[config.mk]
export PLATFORM = sky130hd
export DESIGN_NAME = combi_decode_queue
export DESIGN_NICKNAME = d
export VERILOG_FILES = /design/src/rtl/combi_pkg.sv /design/src/rtl/combi_isa_classify.sv /design/src/rtl/combi_decode_queue.sv
export SDC_FILE = /design/constraint.sdc
export NUM_CORES = 1
export LEC_CHECK = 0
export BUFFER_PORTS_ARGS = -buffer_cell sky130_fd_sc_hd__buf_2
export CAP_MARGIN = 25
export CORE_MARGIN = 5
export CORE_UTILIZATION = 49
export DETAILED_ROUTE_END_ITERATION = 6
export GPL_TIMING_DRIVEN = 0
export PLACE_DENSITY = 0.67
export SLEW_MARGIN = 0
export SYNTH_ARGS = -nofsm -noshare
export SYNTH_HDL_FRONTEND = slang
export SYNTH_HIERARCHICAL = 1
export SYNTH_SLANG_ARGS = --single-unit
[constraint.sdc]
create_clock -name clk -period 7 [get_ports clk]
set_input_delay 0.35 -clock clk [delete_from_list [all_inputs] [get_ports clk]]
set_output_delay 0.35 -clock clk [all_outputs]
set_load 0.03 [all_outputs]
[src/rtl/combi_pkg.sv]
// combi_pkg: shared types and decode constants for the combined ARM/RISC-V
// decode queue.
//   isa_mode_t     : ISA mode encoding (MODE_RV, MODE_ARM)
//   RV_*           : RISC-V opcode / funct3 / funct7 values accepted by the decoder
//   ARM_*          : ARM Op / data-processing command / condition values
//   rv_alu_f3_ok() : funct3 values implemented by the RISC-V ALU table
package combi_pkg;

  typedef enum logic {
    MODE_RV  = 1'b0,
    MODE_ARM = 1'b1
  } isa_mode_t;

  // RISC-V main decoder opcodes
  localparam logic [6:0] RV_OP_LOAD   = 7'b0000011;
  localparam logic [6:0] RV_OP_STORE  = 7'b0100011;
  localparam logic [6:0] RV_OP_RTYPE  = 7'b0110011;
  localparam logic [6:0] RV_OP_ITYPE  = 7'b0010011;
  localparam logic [6:0] RV_OP_BRANCH = 7'b1100011;
  localparam logic [6:0] RV_OP_JAL    = 7'b1101111;
  localparam logic [6:0] RV_OP_LUI    = 7'b0110111;

  // RISC-V funct3 / funct7 values
  localparam logic [2:0] RV_F3_ADD = 3'b000;
  localparam logic [2:0] RV_F3_SLT = 3'b010;
  localparam logic [2:0] RV_F3_OR  = 3'b110;
  localparam logic [2:0] RV_F3_AND = 3'b111;
  localparam logic [2:0] RV_F3_LW  = 3'b010;
  localparam logic [2:0] RV_F3_SW  = 3'b010;
  localparam logic [2:0] RV_F3_BEQ = 3'b000;
  localparam logic [6:0] RV_F7_BASE = 7'b0000000;
  localparam logic [6:0] RV_F7_ALT  = 7'b0100000;

  // ARM Op field (instr[27:26]) and implemented data-processing commands
  localparam logic [1:0] ARM_OP_DP  = 2'b00;
  localparam logic [1:0] ARM_OP_MEM = 2'b01;
  localparam logic [1:0] ARM_OP_BR  = 2'b10;
  localparam logic [3:0] ARM_CMD_AND = 4'b0000;
  localparam logic [3:0] ARM_CMD_SUB = 4'b0010;
  localparam logic [3:0] ARM_CMD_ADD = 4'b0100;
  localparam logic [3:0] ARM_CMD_ORR = 4'b1100;
  localparam logic [3:0] ARM_COND_NV = 4'b1111;

  function automatic logic rv_alu_f3_ok(input logic [2:0] f3);
    logic ok;
    case (f3)
      RV_F3_ADD, RV_F3_SLT, RV_F3_OR, RV_F3_AND: ok = 1'b1;
      default:                                   ok = 1'b0;
    endcase
    return ok;
  endfunction

endpackage

[src/rtl/combi_isa_classify.sv]
// combi_isa_classify: combinational validity check of one instruction word
// against the RISC-V and ARM decode tables of the combined decoder.
//   instr    in  XLEN  instruction word (low 32 bits are decoded)
//   rvValid  out 1     instruction is implemented by the RISC-V decoder
//   armValid out 1     instruction is implemented by the ARM decoder
module combi_isa_classify
  import combi_pkg::*;
#(
  parameter int XLEN = 32
) (
  input  logic [XLEN-1:0] instr,
  output logic            rvValid,
  output logic            armValid
);

  logic [6:0] rv_opcode_s;
  logic [2:0] rv_f3_s;
  logic [6:0] rv_f7_s;
  logic [3:0] arm_cond_s;
  logic [1:0] arm_op_s;
  logic [3:0] arm_cmd_s;
  logic       unused_s;

  assign rv_opcode_s = instr[6:0];
  assign rv_f3_s     = instr[14:12];
  assign rv_f7_s     = instr[31:25];
  assign arm_cond_s  = instr[31:28];
  assign arm_op_s    = instr[27:26];
  assign arm_cmd_s   = instr[24:21];
  // register-number fields do not affect legality
  assign unused_s    = ^{instr[XLEN-1:32-1+1-1+1-1], instr[20:15], instr[11:7]};

  // RISC-V: main decoder opcode table, narrowed by the ALU funct table
  always_comb begin
    rvValid = 1'b0;
    case (rv_opcode_s)
      RV_OP_LOAD:   rvValid = (rv_f3_s == RV_F3_LW);
      RV_OP_STORE:  rvValid = (rv_f3_s == RV_F3_SW);
      RV_OP_RTYPE:  rvValid = ((rv_f7_s == RV_F7_BASE) && rv_alu_f3_ok(rv_f3_s)) ||
                              ((rv_f7_s == RV_F7_ALT) && (rv_f3_s == RV_F3_ADD));
      RV_OP_ITYPE:  rvValid = rv_alu_f3_ok(rv_f3_s);
      RV_OP_BRANCH: rvValid = (rv_f3_s == RV_F3_BEQ);
      RV_OP_JAL:    rvValid = 1'b1;
      RV_OP_LUI:    rvValid = 1'b1;
      default:      rvValid = 1'b0;
    endcase
  end

  // ARM: data-processing restricted to the implemented ALU commands,
  // word LDR/STR without writeback, and B; the NV condition is never legal
  always_comb begin
    armValid = 1'b0;
    if (arm_cond_s == ARM_COND_NV) begin
      armValid = 1'b0;
    end else begin
      case (arm_op_s)
        ARM_OP_DP: begin
          case (arm_cmd_s)
            ARM_CMD_AND, ARM_CMD_SUB, ARM_CMD_ADD, ARM_CMD_ORR: armValid = 1'b1;
            default:                                            armValid = 1'b0;
          endcase
        end
        ARM_OP_MEM: armValid = (instr[22] == 1'b0) && (instr[21] == 1'b0);
        ARM_OP_BR:  armValid = (instr[25] == 1'b1);
        default:    armValid = 1'b0;
      endcase
    end
  end

endmodule

[src/rtl/combi_decode_queue.sv]
// combi_decode_queue: instruction FIFO between fetch and the combined
// ARM/RISC-V decode stage. Tags the head entry with its ISA, flags entries
// illegal in both ISAs, tracks the ISA mode and counts mode switches.
// Optional feature macro: COMBI_MODE_LOCK_EN (adds modeLock input).
//   clk, reset                 : clock, synchronous active-high reset
//   instrF, pcF, validF/readyF : fetch-side push handshake
//   instrD, pcD, validD/readyD : decode-side head and pop handshake
//   armD, illegalD, modeSwitchD: head classification
//   flushD, flushArm           : empty the queue and load the mode
//   modeLock (optional)        : hold the current mode, no automatic switch
//   occupancy, switchCount     : entries held, saturating switch counter
module combi_decode_queue
  import combi_pkg::*;
#(
  parameter int XLEN      = 32,
  parameter int DEPTH     = 4,
  parameter int RESET_ARM = 0,
  parameter int CNT_W     = 16,
  localparam int OCC_W    = $clog2(DEPTH) + 1
) (
  input  logic             clk,
  input  logic             reset,
  input  logic [XLEN-1:0]  instrF,
  input  logic [XLEN-1:0]  pcF,
  input  logic             validF,
  output logic             readyF,
  output logic [XLEN-1:0]  instrD,
  output logic [XLEN-1:0]  pcD,
  output logic             validD,
  input  logic             readyD,
  output logic             armD,
  output logic             illegalD,
  output logic             modeSwitchD,
  input  logic             flushD,
  input  logic             flushArm,
`ifdef COMBI_MODE_LOCK_EN
  input  logic             modeLock,
`endif
  output logic [OCC_W-1:0] occupancy,
  output logic [CNT_W-1:0] switchCount
);

  localparam int PTR_W = $clog2(DEPTH);
  localparam isa_mode_t RESET_MODE = (RESET_ARM != 0) ? MODE_ARM : MODE_RV;
  localparam logic [OCC_W-1:0] FULL_C = OCC_W'(DEPTH);
  localparam logic [CNT_W-1:0] CNT_MAX_C = {CNT_W{1'b1}};

  logic [XLEN-1:0]  instr_mem_r [DEPTH];
  logic [XLEN-1:0]  pc_mem_r    [DEPTH];
  logic [PTR_W-1:0] head_r;
  logic [PTR_W-1:0] tail_r;
  logic [OCC_W-1:0] occ_r;
  logic [CNT_W-1:0] cnt_r;
  isa_mode_t        mode_r;
  isa_mode_t        mode_next_s;

  logic push_s;
  logic pop_s;
  logic valid_s;
  logic ready_s;
  logic lock_s;
  logic mode_arm_s;
  logic rv_valid_s;
  logic arm_valid_s;
  logic arm_raw_s;
  logic arm_s;
  logic illegal_s;
  logic switch_s;

`ifdef COMBI_MODE_LOCK_EN
  assign lock_s = modeLock;
`else
  assign lock_s = 1'b0;
`endif

  assign valid_s    = (occ_r != {OCC_W{1'b0}});
  assign ready_s    = (occ_r < FULL_C) & ~flushD;
  assign push_s     = validF & ready_s;
  assign pop_s      = valid_s & readyD;
  assign mode_arm_s = (mode_r == MODE_ARM);

  combi_isa_classify #(.XLEN(XLEN)) u_classify (
    .instr    (instr_mem_r[head_r]),
    .rvValid  (rv_valid_s),
    .armValid (arm_valid_s)
  );

  // Head ISA tag and legality; an empty queue reports the current mode
  always_comb begin
    arm_raw_s = mode_arm_s;
    illegal_s = 1'b0;
    if (lock_s) begin
      arm_raw_s = mode_arm_s;
      illegal_s = valid_s & ~(mode_arm_s ? arm_valid_s : rv_valid_s);
    end else begin
      case ({rv_valid_s, arm_valid_s})
        2'b10:   arm_raw_s = 1'b0;
        2'b01:   arm_raw_s = 1'b1;
        default: arm_raw_s = mode_arm_s;
      endcase
      illegal_s = valid_s & ~rv_valid_s & ~arm_valid_s;
    end
    if (valid_s) begin
      arm_s = arm_raw_s;
    end else begin
      arm_s = mode_arm_s;
    end
  end

  assign switch_s = valid_s & (arm_s != mode_arm_s);

  // Entry storage; data words need no reset since validD qualifies them
  always_ff @(posedge clk) begin
    if (push_s) begin
      instr_mem_r[tail_r] <= instrF;
      pc_mem_r[tail_r]    <= pcF;
    end
  end

  // Head/tail pointers and occupancy; pointers wrap naturally (DEPTH is 2^n)
  always_ff @(posedge clk) begin
    if (reset) begin
      head_r <= {PTR_W{1'b0}};
      tail_r <= {PTR_W{1'b0}};
      occ_r  <= {OCC_W{1'b0}};
    end else if (flushD) begin
      head_r <= {PTR_W{1'b0}};
      tail_r <= {PTR_W{1'b0}};
      occ_r  <= {OCC_W{1'b0}};
    end else begin
      if (push_s) begin
        tail_r <= tail_r + PTR_W'(1);
      end
      if (pop_s) begin
        head_r <= head_r + PTR_W'(1);
      end
      case ({push_s, pop_s})
        2'b10:   occ_r <= occ_r + OCC_W'(1);
        2'b01:   occ_r <= occ_r - OCC_W'(1);
        default: occ_r <= occ_r;
      endcase
    end
  end

  // Mode state register
  always_ff @(posedge clk) begin
    if (reset) begin
      mode_r <= RESET_MODE;
    end else begin
      mode_r <= mode_next_s;
    end
  end

  // Mode next state: flush loads flushArm, otherwise a switching pop flips it
  always_comb begin
    mode_next_s = mode_r;
    if (flushD) begin
      mode_next_s = flushArm ? MODE_ARM : MODE_RV;
    end else if (pop_s && switch_s) begin
      case (mode_r)
        MODE_RV:  mode_next_s = MODE_ARM;
        MODE_ARM: mode_next_s = MODE_RV;
        default:  mode_next_s = RESET_MODE;
      endcase
    end else begin
      mode_next_s = mode_r;
    end
  end

  // Saturating switch counter; pops during a flush do not count
  always_ff @(posedge clk) begin
    if (reset) begin
      cnt_r <= {CNT_W{1'b0}};
    end else if (!flushD && pop_s && switch_s && (cnt_r != CNT_MAX_C)) begin
      cnt_r <= cnt_r + CNT_W'(1);
    end else begin
      cnt_r <= cnt_r;
    end
  end

  assign readyF      = ready_s;
  assign validD      = valid_s;
  assign instrD      = instr_mem_r[head_r];
  assign pcD         = pc_mem_r[head_r];
  assign armD        = arm_s;
  assign illegalD    = illegal_s;
  assign modeSwitchD = switch_s;
  assign occupancy   = occ_r;
  assign switchCount = cnt_r;

endmodule
Yosys cells after proc, flatten, opt, wreduce, memory -nomap -nowiden. Memory sizes are Yosys's and may differ from the RTL's. A register that Yosys moved wholly into a read port is not among the register bits. Index checks and enable logic that the tools add are counted.

Word-level logic and storage cells: 88. Bits in writable memories: 256. Bits of input ports: 70. Memories: 2. Output and inout port bits: 88. Bits in registers: 24.

Reductions and logical operators: 21. $add $sub $neg: 5. Order comparisons: 1. Eq/ne operators: 23. Mux-type cells: 19. Bitwise logic cells: 12.

Memory list: instr_mem_r (depth 4, bits a word 32, read ports 1, clocked after memory_dff 1, wr ports 1, line combi_decode_queue.sv:48) `logic [XLEN-1:0] instr_mem_r [DEPTH];`; pc_mem_r (depth 4, bits a word 32, read ports 1, clocked after memory_dff 1, wr ports 1, line combi_decode_queue.sv:49) `logic [XLEN-1:0] pc_mem_r [DEPTH];`.

Operators with widths (count): 7-bit by 6-bit equality test with 1-bit output (second input constant) (4); 16-bit by 1-bit adder with 16-bit output (second input constant) (1); 16-bit inequality test (second input constant) (1); 7-bit equality test (second input constant) (2); 1-bit two-way mux (10); 4-bit equality test (second input constant) (2); 2-bit two-way mux (4); 4-bit OR reduction (2); 7-bit by 2-bit equality test with 1-bit output (second input constant) (1); 7-bit by 5-bit equality test with 1-bit output (second input constant) (1); 1-bit logical AND (7); 7-bit logical NOT (1); 1-bit AND (6); 2-bit by 1-bit equality test with 1-bit output (second input constant) (3); 2-bit equality test (second input constant) (3); 3-bit equality test (second input constant) (2); 1-bit inverter (6); 3-bit one-hot mux with 2 select lines (1); 2-bit OR reduction (3); 1-bit one-hot mux with 5 select lines (1); 2-bit by 1-bit adder with 2-bit output (second input constant) (2); 4-bit by 2-bit equality test with 1-bit output (second input constant) (1); 4-bit by 3-bit equality test with 1-bit output (second input constant) (1); 4-bit logical NOT (1); 13 further kinds (15).

Depth between registers and ports, before layout.
Word-level depth: 15. Mapped depth: 14. Depth with buffers taken out: 11.

Hierarchy. The synthesis kept the hierarchy.

By module, submodules not included: combi_decode_queue (cells each 499, area each 10565.1 µm², times used 1, sequential area each 8207.9 µm²); combi_isa_classify (cells each 25, area each 173.9 µm², times used 1, sequential area each 0.0 µm²).

Worst setup path before layout. No wires, ideal clock.

Path kind: register to register. From: reg (tool-made name). To: reg mode_r, in the netlist mode_arm_s. Cell stages (with the launch flop): 14. Library setup time: 115 ps. Clock period less this slack: 4153 ps. Data required time: 6885 ps. Buffers on the path: 2. Setup slack: 2847 ps. Arrival time: 4038 ps. Cell sequence: dfxtp_1 -> clkbuf_1 -> buf_2 -> mux4_2 -> or4_1 -> o21ai_1 -> a211o_1 -> inv_1 -> ha_1 -> xnor2_1 -> nor3_1 -> nand2_1 -> xnor2_1 -> o21a_1.

RTL lines: end signal, assigned (line combi_decode_queue.sv:150) `mode_r <= mode_next_s;`; end, declared (line combi_decode_queue.sv:54) `isa_mode_t mode_r;`.

==> summary.md <==
| Metric | Value |
|---|---|
| Post-Place Cells | 965 |
| Antenna Nets Post-Route | 0 |
| Vias per cell | 5.41 |
| Area delta synth->final | 20.4% |
| Worst-path cell chain | clkbuf_1, buf_2, mux4_2, or4_1, o21ai_1, a211o_1, inv_1, ha_1, nor2_1, mux2_2, buf_2 |
| Crit. End Element | primary output |
| Reg power frac | 53.2% |
| Chip Width | 158 µm |
| Post-CTS setup buffer count | 0 |
| Clock tree buffer depth | 3 |
| Cell variety after synth | 41 |
| Synthesized area | 10,700 µm² |
| Total grt overflow | 0 |
| Slowest stage cell, crit path | mux4_2 |
| Later-pin clock latency in the skew report | 0.53 ns |
| I/O pin cnt | 158 |
| Area share of the largest cell type after synthesis | 71.6% |
| Fillcell total | 1,598 |
| Final instance area | 12,900 µm² |
| Die H | 158 µm |
| First-pass GRT wire length | 31.3 mm |
| #FFs+latches synth | 282 |
| Final wirelength | 20.5 mm |
| Flop2flop setup slack | 2.20 ns |
| Routed vias | 5,536 |
| Layout cell share with drive strength beyond 1 | 39.4% |
| # DRC | 0 |
| Die Area | 25,000 µm² |
| Post-synthesis average cell area | 20.5 µm² |
| Setup TNS | 0 ns |
| Pwr/cell area | 271 nW/µm² |
| Peak supply drop | 0.000199 V |
| Skew final | 0.0118 ns |
| Comb pwr share | 4.9% |
| Gpl congestion | 0.789 |
| Count of final setup violators | 0 |
| CTS tree | done |
| Run status | finished clean |
| Hold Crit Class | in2reg |
| Crit path launch type | flip-flop |
| Total core area | 21,700 µm² |
| DRT iter0 DRCs | 321 |
| CTS root buf | clkbuf_16 |
| Total GRT Usage | 16.2% |
| Fin cells | 1,023 |
| Crit Path Category | reg2out |
| Hold path start | instrF[26] |
| # Max-Cap Violations | 0 |
| IO buf count | 157 |
| Switching Share | 20.3% |
| Period utilization | 69.5% |
| Pin count of the biggest net entering global routing | 55 |
| Internal | 2.80 mW |
| Per-cell routed wire length | 20.0 µm |
| Slack of the critical path | 2.13 ns |
| Sequential Area | 8210 µm² |
| Top delay family on crit path | buffers and inverters |
| Area occupied by multi-input gates | 2420 µm² |
| RSZ-0062 raised after global routing | false |
| Placed cell area | 12,000 µm² |
| Fmax | 0.206 GHz |
| Hold Path Stages | 1 |
| Synth area leader | edfxtp_1 |
| Post-CTS sizing | 0 |
| Minimum clock period | 4.87 ns |
| Initial Util | 49.5% |
| Reg2reg end | switchCount[11] |
| Syn Nets | 602 |
| Worst path max stage delay | 0.63 ns |
| Yosys warnings | 6 |
| Detailed Place HPWL | 13.5 mm |
| Vias in the first global route | 5,775 |
| Final max-slew violation count | 0 |
| Setup slack at placement | 2.10 ns |
| CTS Sinks | 282 |
| Row cnt | 54 |
| CP bufs+invs | 4 |
| Seq/Total Area, Yosys | 76.4% |
| Reg clk slew, reported paths | 0.06 ns |
| Largest fanout on the critical path | 10 |
| WP data required | 6.65 ns |
| Final count of hold timing violations | 0 |
| Static leakage | 4.39 nW |
| Critical path arrival | 4.52 ns |
| Reg2reg path depth | 13 |
| Initial antenna violation count | 6 |
| Top cells by area, synth | edfxtp_1 72%, mux4_2 13%, dfxtp_1 4.8% |
| Nets@finish | 794 |
| Clock buffer count from CTS | 29 |
| Worst slew pin tran | 0.753 ns |
| H-tree levels | 1 |
| Cts hold-fix bufs | 0 |
| Rel. slew slack | 49.8% |
| Post-synthesis cell count | 524 |
| Clk network pwr share | 41.9% |
| Sw Pwr | 713 µW |
| DRT Pass-1 Iters | 5 |
| Crit-path most repeated cell | buf_2 |
| Hold Path End | instr_mem_r[2][26] |
==> synth_stat cells (all sizes together) <==
| cell | n |
|---|---|
| nand4bb | 1 |
| nand3b | 2 |
| fa | 1 |
| nor4 | 2 |
| inv | 14 |
| and2 | 3 |
| xor2 | 13 |
| nand2b | 3 |
| dfxtp | 26 |
| nand4 | 8 |
| nor2b | 1 |
| edfxtp | 256 |
| and3 | 7 |
| or3b | 1 |
| mux2 | 3 |
| or4 | 3 |
| o21a | 1 |
| a2111oi | 2 |
| or3 | 4 |
| mux4 | 64 |
| o211a | 1 |
| o21ai | 4 |
| or2 | 3 |
| a211o | 2 |
| nand2 | 8 |
| nor3 | 5 |
| xnor2 | 6 |
| ha | 7 |
| nor2 | 32 |
| mux2i | 1 |
| clkbuf | 12 |
| a22oi | 1 |
| nand3 | 13 |
| a21oi | 7 |
| buf | 7 |
==> flip-flops by register name, summed over array words and instances, names as in the netlist, named ones only <==
register / cells
instr_mem_r: 128
pc_mem_r: 128
switchCount: 16
occupancy: 3
head_r: 2
tail_r: 2
mode_arm_s: 1
==> area by class of cell <==
class                      count  share of cell area, %
antenna                        4                 0.0774
clock buffer                  40                   6.16
buffer                        19                  0.619
multi-input combinational    209                   18.7
timing repair buffer         161                   6.75
inverter                      14                  0.406
clock inverter                14                   1.09
tap                          280                   2.71
sequential                   282                   63.5
==> layer usage <==
layer	global-route usage (%)	wire, µm	vias to the layer above
li1	-	-	2528
met1	20.4	7740	2772
met2	27.2	10300	182
met3	4.89	1820	46
met4	5.44	568	8
met5	0	48	-
==> power groups by stage <==
stage	combinational, mW	sequential, mW	clock (mW)
5_1_grt	0.186	1.87	1.59
2_1_floorplan	0.100	1.90	0
4_1_cts	0.175	1.87	1.50
6_report	0.172	1.87	1.47
3_5_place_dp	0.174	1.90	0
3_3_place_gp	0.165	1.90	0
==> kinds of logic after synthesis <==
kind of cell,after synthesis,share of synthesized area [%]
multiplexers,68,13.8
AND/OR/NAND/NOR,96,4.82
flip-flops,282,76.4
buffers and inverters,33,1.23
adder cells (fa/ha/maj),8,1.00
AO/OA/AOI/OAI,18,1.13
XOR/XNOR,19,1.55
==> how the worst max path moves through the flow <==
| stage | to | slack (ns) | cells after the start |
|---|---|---|---|
| 6_report | armD | 2.13 | 11 |
| 5_1_grt | armD | 1.79 | 11 |
| 4_1_cts | armD | 2.01 | 11 |
| 3_5_place_dp | switchCount[11] | 2.10 | 13 |
| 3_3_place_gp | switchCount[11] | 2.14 | 13 |
| 2_1_floorplan | mode_arm_s | 2.85 | 13 |
==> layout by cell type, fill, tap and decap left out, types with 4 or more instances in the layout <==
cell type  netlist  final
clkbuf_16        0     29
mux4_2          64     64
buf_2            7    164
nor2_1          32     32
edfxtp_1       256    256
ha_1             7      7
a21oi_1          7      7
clkinv_2         0      4
clkbuf_1        12     20
dfxtp_1         26     26
inv_1           14     14
xnor2_1          6      6
diode_2          0      4
nand2_1          8      8
xor2_1          13     13
and3_4           0      4
or3_1            4      4
nor3_1           5      5
nand4_1          7      7
nand3_1         12     12
==> through the flow <==
step / power [mW] / hold WS [ns] / utilization (%)
2_1_floorplan: 2.00 / 0.449 / -
3_3_place_gp: 2.07 / 0.487 / 54.8
3_5_place_dp: 2.08 / 0.508 / 55.2
4_1_cts: 3.55 / 0.00454 / 59.6
5_1_grt: 3.64 / 0.0105 / 59.6
6_report: 3.51 / 0.0280 / 59.6
Power figures use the tool's default switching activity.
